`src/rtl/fpu_pkg.sv`:
```
// Shared types and constants for the single-precision FP multiplier path.
// Used by the operand loader and the multiplier datapath.
package fpu_pkg;

   typedef enum logic [1:0] {
      S_A    = 2'd0,
      S_B    = 2'd1,
      S_CALC = 2'd2,
      S_SHOW = 2'd3
   } loader_state_t;

   localparam int SPC_POS_ZERO = 4;
   localparam int SPC_NEG_ZERO = 3;
   localparam int SPC_POS_INF  = 2;
   localparam int SPC_NEG_INF  = 1;
   localparam int SPC_NAN      = 0;

   localparam logic [7:0] FP_EXP_ONES = 8'hFF;
   localparam int         FP_BIAS     = 127;

endpackage

```
`src/rtl/fpu_operand_loader_rise_pulse.sv`:
```
// One-flop rising-edge detector; emits a single-cycle pulse per
// low-to-high transition of level_i.
module rise_pulse (
   input  logic clk,
   input  logic rst,
   input  logic level_i,
   output logic pulse_o
);

   logic level_q;

   always_ff @(posedge clk or posedge rst) begin
      if (rst) level_q <= 1'b0;
      else     level_q <= level_i;
   end

   assign pulse_o = level_i & ~level_q;

endmodule

```
`src/rtl/fpu_operand_loader.sv`:
```
// Byte-serial operand loader for the FP multiplier: shifts in A then B,
// captures the product and flags once, then holds them for display.
module fpu_operand_loader
   import fpu_pkg::*;
#(
   parameter int BYTE_W          = 8,
   parameter int WORD_W          = 32,
   parameter bit LOAD_ACTIVE_LOW = 1'b1
) (
   input  logic              clk,
   input  logic              rst,
   input  logic [BYTE_W-1:0] data_in,
   input  logic              load,
   input  logic              clear,
   output logic [WORD_W-1:0] mul_a,
   output logic [WORD_W-1:0] mul_b,
   input  logic [WORD_W-1:0] mul_result,
   input  logic [4:0]        mul_special,
   output logic [WORD_W-1:0] result,
   output logic [4:0]        special,
   output logic              done,
   output logic [1:0]        phase,
   output logic [1:0]        byte_idx
);

   localparam int         NUM_BYTES = WORD_W / BYTE_W;
   localparam logic [1:0] LAST_IDX  = 2'(NUM_BYTES - 1);

   logic load_act;
   logic clr_act;
   logic load_pulse;

   loader_state_t     state_q;
   logic [1:0]        idx_q;
   logic [WORD_W-1:0] a_q;
   logic [WORD_W-1:0] b_q;
   logic [WORD_W-1:0] res_q;
   logic [4:0]        spc_q;
   logic              done_q;

   assign load_act = LOAD_ACTIVE_LOW ? ~load  : load;
   assign clr_act  = LOAD_ACTIVE_LOW ? ~clear : clear;

   rise_pulse u_load_edge (
      .clk     (clk),
      .rst     (rst),
      .level_i (load_act),
      .pulse_o (load_pulse)
   );

   always_ff @(posedge clk or posedge rst) begin
      if (rst) begin
         state_q <= S_A;
         idx_q   <= '0;
         a_q     <= '0;
         b_q     <= '0;
         res_q   <= '0;
         spc_q   <= '0;
         done_q  <= 1'b0;
      end else if (clr_act) begin
         // clear outranks any load edge landing in the same cycle
         state_q <= S_A;
         idx_q   <= '0;
         a_q     <= '0;
         b_q     <= '0;
         res_q   <= '0;
         spc_q   <= '0;
         done_q  <= 1'b0;
      end else begin
         unique case (state_q)
            S_A: if (load_pulse) begin
               a_q <= {a_q[WORD_W-BYTE_W-1:0], data_in};
               if (idx_q == LAST_IDX) begin
                  idx_q   <= '0;
                  state_q <= S_B;
               end else begin
                  idx_q <= idx_q + 2'd1;
               end
            end
            S_B: if (load_pulse) begin
               b_q <= {b_q[WORD_W-BYTE_W-1:0], data_in};
               if (idx_q == LAST_IDX) begin
                  idx_q   <= '0;
                  state_q <= S_CALC;
               end else begin
                  idx_q <= idx_q + 2'd1;
               end
            end
            S_CALC: begin
               res_q   <= mul_result;
               spc_q   <= mul_special;
               done_q  <= 1'b1;
               state_q <= S_SHOW;
            end
            S_SHOW: if (load_pulse) begin
               // the restarting press is already the first byte of A
               a_q     <= WORD_W'(data_in);
               b_q     <= '0;
               idx_q   <= 2'd1;
               done_q  <= 1'b0;
               state_q <= S_A;
            end
         endcase
      end
   end

   assign mul_a    = a_q;
   assign mul_b    = b_q;
   assign result   = res_q;
   assign special  = spc_q;
   assign done     = done_q;
   assign phase    = state_q;
   assign byte_idx = idx_q;

endmodule

```
`config.mk`:
```
export PLATFORM = sky130hd
export DESIGN_NAME = fpu_operand_loader
export DESIGN_NICKNAME = d
export VERILOG_FILES = /design/src/rtl/fpu_pkg.sv /design/src/rtl/fpu_operand_loader_rise_pulse.sv /design/src/rtl/fpu_operand_loader.sv
export SDC_FILE = /design/constraint.sdc
export NUM_CORES = 1
export LEC_CHECK = 0
export ABC_CLOCK_PERIOD_IN_PS = 4100
export CAP_MARGIN = 10
export CORE_MARGIN = 1.5
export CORE_UTILIZATION = 36
export DETAILED_ROUTE_END_ITERATION = 16
export GPL_TIMING_DRIVEN = 0
export PLACE_DENSITY_LB_ADDON = 0.15
export SYNTH_ARGS = -nofsm -noshare
export SYNTH_HDL_FRONTEND = slang
export SYNTH_SLANG_ARGS = --single-unit
```
`constraint.sdc`:
```
create_clock -name clk -period 4.1 [get_ports clk]
set_input_delay 0.615 -clock clk [delete_from_list [all_inputs] [get_ports clk]]
set_output_delay 0.615 -clock clk [all_outputs]
set_load 0.05 [all_outputs]
```
== Word-level counts from Yosys, hierarchy flattened ==
Cells that the tools add are included.

* Add/sub/neg operators: 1
* Magnitude comparators: 0
* Divide/modulo/power cells: 0
* Reduce and logical (&&, ||, !) cells: 7
* Multiply operators: 0
* Mux-type cells: 27
* Shifts and indexed selects: 0
* Equal/unequal tests: 15
* Bitwise logic cells: 3

{| class="wikitable"
|+ Operator list
! cell !! number
|-
| two-way mux 32 bit || 8
|-
| case mux 32 bit (2 select lines) || 2
|-
| two-way mux 2 bit || 10
|-
| inequality test 3 bit, second input constant || 5
|-
| two-way mux 5 bit || 2
|-
| inequality test 3 x 1 -> 1 bit, second input constant || 3
|-
| AND reduction 3 bit || 3
|-
| case mux 2 bit (4 select lines) || 1
|-
| equality test 2 bit, second input constant || 3
|-
| inequality test 3 x 2 -> 1 bit, second input constant || 2
|-
| AND reduction 5 bit || 1
|-
| case mux 2 bit (2 select lines) || 1
|-
| adder 2 x 1 -> 2 bit, second input constant || 1
|-
| equality test 2 x 1 -> 1 bit, second input constant || 1
|-
| logical NOT 2 bit || 1
|-
| two-way mux 1 bit || 2
|-
| inequality test 2 x 1 -> 1 bit, second input constant || 1
|-
| inverter 1 bit || 2
|-
| case mux 1 bit (2 select lines) || 1
|-
| AND reduction 2 bit || 1
|-
| OR reduction 2 bit || 1
|-
| bitwise AND 1 bit || 1
|}

* ROM bits: 0
* Bits in writable memories: 0
* Bits in latches: 0
* Memories: 0
* Register bits after elaboration: 107

== Longest topological paths before layout ==
* Word-level depth: 5
* Mapped depth: 6

== Modules after synthesis ==
From an unflattened synthesis, not the netlist that was laid out.

* Cell total of the unflattened synthesis: 431
* Area, all modules: 4,802.1 µm²

{| class="wikitable"
|+ By module, submodules not included
! module !! area each (µm²) !! times used !! cells an instance
|-
| fpu_operand_loader || 4,759.6 || 1 || 428
|-
| rise_pulse || 42.5 || 1 || 3
|}

== Worst setup path before layout ==
No wires, ideal clock.

* Path type: flip-flop to flip-flop
* From: register state_q[0] (netlist: phase[0])
* To: register res_q[10] (netlist: result[10])
* Data required time: 3,979 ps
* Path buffers: 2
* Stages on the path, launching flop included: 7
* Arrival time: 1,693 ps
* Path slack: 2,286 ps
* Cell sequence: dfrtp_1 inv_1 ha_1 buf_2 buf_2 mux2i_1 nor2b_1

* Word-level cells in the longest chain between the ends: 2

{| class="wikitable"
|+ RTL lines
! element !! RTL line !! text
|-
| start, declared || fpu_operand_loader.sv:33 || <nowiki>loader_state_t state_q;</nowiki>
|-
| start signal, assigned || fpu_operand_loader.sv:53 || <nowiki>state_q <= S_A;</nowiki>
|-
| start signal, assigned || fpu_operand_loader.sv:62 || <nowiki>state_q <= S_A;</nowiki>
|-
| start signal, assigned || fpu_operand_loader.sv:75 || <nowiki>state_q <= S_B;</nowiki>
|-
| equality test 2 bit || fpu_operand_loader.sv:70 || <nowiki>unique case (state_q)</nowiki>
|-
| inequality test 2 x 1 -> 1 bit (no source line) || n/a ||
|-
| end signal, assigned || fpu_operand_loader.sv:90 || <nowiki>res_q <= mul_result;</nowiki>
|-
| end, declared || fpu_operand_loader.sv:37 || <nowiki>logic [WORD_W-1:0] res_q;</nowiki>
|}

Every way passes these cells.
A chain may end at the register's enable or synchronous reset.

== Final worst setup path ==
* From: register state_q[0] (netlist: phase[0])
* To: output port phase[0]

{| class="wikitable"
|+ RTL lines
! element !! RTL line !! text
|-
| end, declared || fpu_operand_loader.sv:22 || <nowiki>output logic [1:0] phase,</nowiki>
|}

No word-level cell between the ends.

==> impl_summary.log <==
[metrics] run status: finished, final reports clean
[metrics] CTS-repair resized insts: 0
[metrics] kind of cell adding the most delay to the critical path: buffers and inverters
[metrics] TritonRoute pass-1 iters: 4
[metrics] DR vias: 3,422
[metrics] commonest cells after routing, fill and taps aside: 153 x clkdlybuf4s50_1, 107 x dfrtp_1, 103 x mux2i_1, 69 x nand2_1, 68 x inv_1
[metrics] chip width: 119 microns
[metrics] area added between synthesis and finish: 42.9%
[metrics] combinational cell fraction of total power: 0.205
[metrics] cell leakage power: 3.07 nW
[metrics] most common cell after layout, fill and taps aside: clkdlybuf4s50_1
[metrics] number of global-route vias before repair: 3,549
[metrics] total power divided by cell area: 364 mW/mm^2
[metrics] cell chain of the critical path: clkdlybuf4s50_1
[metrics] Final period util: 0.545
[metrics] Slew @ Worst Pin: 578 ps
[metrics] top achievable clock speed: 447 MHz
[metrics] total buffers and inverters traversed by the critical path: 1
[metrics] clock tree from TritonCTS: built
[metrics] CP arrival: 1620 ps
[metrics] internal power: 1.78 mW
[metrics] post-CTS setup buffer count: 0
[metrics] kind of end point of the critical path: output pin
[metrics] Critical Path Source Type: flop
[metrics] switching part of the total power: 0.291
[metrics] Max Root-Sink Buffers: 2
[metrics] Clk network pwr share: 0.340
[metrics] count of routing violations after the opening detailed-route iteration: 107
[metrics] Critical Setup Path Class: reg2out
[metrics] total global routing overflow: 0
[metrics] CP max stage delay: 850 ps
[metrics] reg2reg end: result[1]$_DFFE_PP0P_
[metrics] number of synthesized register bits: 107
[metrics] worst hold slack after final layout: 517 ps
[metrics] antenna violations before repair: 0
[metrics] I/O pin cnt: 155
[metrics] CTS root buf: clkbuf_16
[metrics] sequential element share of the synthesized area: 0.554
[metrics] post-route cell area: 0.00691 sq mm
[metrics] Port Buf Inserts: 153
[metrics] Sw Pwr: 732 uW
[metrics] TritonCTS Sinks: 107
[metrics] Total Die Area: 0.0141 sq mm
[metrics] DRC viols: 0
[metrics] mean instance size in the synthesized netlist: 11.2 sq um
[metrics] number of nets in the final layout: 651
[metrics] wire length of the first global-routing pass: 18,700 microns
[metrics] register clock-pin slew on the reported worst setup and hold paths: 70 ps
[metrics] maximum number of pins on one net before global-route repair: 65
[metrics] Max rail drop VDD: 0.000215 V
[metrics] total CTS buffers: 9
[metrics] maximum fanout encountered on the critical timing path: 5
[metrics] initial standard-cell utilization of the core: 0.367
[metrics] insertion delay to the later sink of the worst-skew pair: 350 ps
[metrics] HP Start: mul_b[28]$_DFFE_PP0P_
[metrics] RSZ-0062 raised after global routing: false
[metrics] number of cell rows: 42
[metrics] area of the core region: 0.0132 sq mm
[metrics] Period minus WS final: 2240 ps
[metrics] worst-path cell with the longest stage delay: clkdlybuf4s50_1
[metrics] H-tree depth: 3
[metrics] DRT Wirelength: 11,500 microns
[metrics] Cell variety after synth: 21
[metrics] final hold violation count: 0
[metrics] Syn Inst Count: 432
[metrics] Reg power frac: 0.455
[metrics] share of layout cells above drive strength 1: 0.0598
[metrics] average via count per standard cell: 4.40
[metrics] y dimension of the die: 119 microns
[metrics] clock skew after layout: 3.70 ps
[metrics] detailed placer's ending HPWL: 8310 microns
[metrics] relative max-transition margin: 0.613
[metrics] worst hold endpoint: mul_b[28]$_DFFE_PP0P_
[metrics] max-slew violations: 0
[metrics] instance area at placement: 0.00662 sq mm
[metrics] fill count: 1,183
[metrics] Worst Path Required: 3480 ps
[metrics] minimum setup slack among reg-to-reg paths: 2240 ps
[metrics] number of warning messages in the yosys log: 0
[metrics] net count after synthesis: 486
[metrics] launch point of the worst reg-to-reg path: phase[0]$_DFFE_PP0P_
[metrics] Final Setup Violations: 0
[metrics] Min-Delay Path Depth: 2
[metrics] global-route usage over all layers: 0.170
[metrics] number of hold buffers added after CTS: 0
[metrics] per-cell routed wire length: 14.7 microns
[metrics] antenna diode count: 0
[metrics] Post-Syn Area: 0.00484 sq mm
[metrics] Detail Route Antenna Nets: 0
[metrics] worst hold path class: reg2reg
[metrics] max_cap viols: 0
[metrics] cell count of the worst reg-to-reg path: 6
[metrics] Routability Congestion: 0.732
kinds of logic after synthesis:
logic type / Yosys count / synth area share
buffers and inverters: 92 / 0.0908
adder cells (fa/ha/maj): 5 / 0.0129
AO/OA/AOI/OAI: 12 / 0.0212
multiplexers: 103 / 0.213
flip-flops: 107 / 0.554
AND/OR/NAND/NOR: 113 / 0.108
routing by layer:
layer / vias up / global-route usage / share of wire
met5: - / 0 / 0
met4: 0 / 0.0512 / 0.010
met3: 8 / 0.0599 / 0.064
met2: 108 / 0.269 / 0.47
met1: 1629 / 0.219 / 0.46
li1: 1677 / - / -
Yosys cell counts:
cell,count,share of area
or2_1,1,0.0013
buf_4,1,0.0016
buf_6,4,0.0093
o21ai_4,2,0.0067
a22oi_1,1,0.0016
buf_2,9,0.0093
dfrtp_1,107,0.55
buf_12,3,0.012
ha_1,5,0.013
clkbuf_1,6,0.0047
nor2b_1,38,0.049
o311a_2,1,0.0023
nor3_1,1,0.0010
o2111ai_1,1,0.0018
inv_1,69,0.054
o21bai_1,1,0.0016
mux2i_1,103,0.21
o21ai_0,4,0.0041
a21boi_0,2,0.0031
nand2_1,69,0.054
nor2_1,4,0.0031
state kept, by name (all words and copies together), names as in the netlist:
register / count
byte_idx: 2
done: 1
u_load_edge.level_q: 1
phase: 2
mul_b: 32
result: 32
special: 5
mul_a: 32
worst max-delay path by stage:
| stage | depth (start not counted) | slack [ps] | startpoint | to |
|---|---|---|---|---|
| floorplan | 1 | 670 | rst | byte_idx[0]$_DFFE_PP0P_ |
| detailed placement | 6 | 1780 | load | mul_b[18]$_DFFE_PP0P_ |
| CTS | 1 | 1830 | phase[0]$_DFFE_PP0P_ | phase[0] |
| global placement | 2 | -1080 | rst | mul_a[26]$_DFFE_PP0P_ |
| global route | 1 | 1800 | phase[0]$_DFFE_PP0P_ | phase[0] |
| finish | 1 | 1860 | phase[0]$_DFFE_PP0P_ | phase[0] |
layout make-up:
| cell class | instances | area (sq um) | share of cell area |
|---|---|---|---|
| Clock buffer | 15 | 288 | 0.0416 |
| Sequential cell | 107 | 2680 | 0.387 |
| Multi-Input combinational cell | 233 | 1720 | 0.249 |
| Inverter | 69 | 262 | 0.0378 |
| Buffer | 23 | 180 | 0.0261 |
| Clock inverter | 1 | 5.00 | 0.000724 |
| Tap cell | 176 | 220 | 0.0319 |
| Timing Repair Buffer | 154 | 1560 | 0.226 |
power by group through the flow:
stage               logic (mW)  registers, mW  clock network (mW)
floorplan                0.159           1.33                   0
global placement         0.514           1.16                   0
detailed placement       0.522           1.16                   0
CTS                      0.524           1.14               0.884
global route             0.550           1.15               0.925
finish                   0.516           1.14               0.853
per-stage QoR:
| step | utilization | setup TNS (ps) | setup WS, ps | total power, mW | instances |
|---|---|---|---|---|---|
| floorplan | - | 0 | 668 | 1.49 | 432 |
| global placement | 0.499 | -114230 | -1080 | 1.68 | 761 |
| detailed placement | 0.502 | 0 | 1780 | 1.68 | 762 |
| CTS | 0.524 | 0 | 1830 | 2.55 | 778 |
| global route | 0.524 | 0 | 1800 | 2.62 | 778 |
| finish | 0.524 | 0 | 1860 | 2.51 | 778 |
Note: power is estimated with default switching activity, not from simulation.
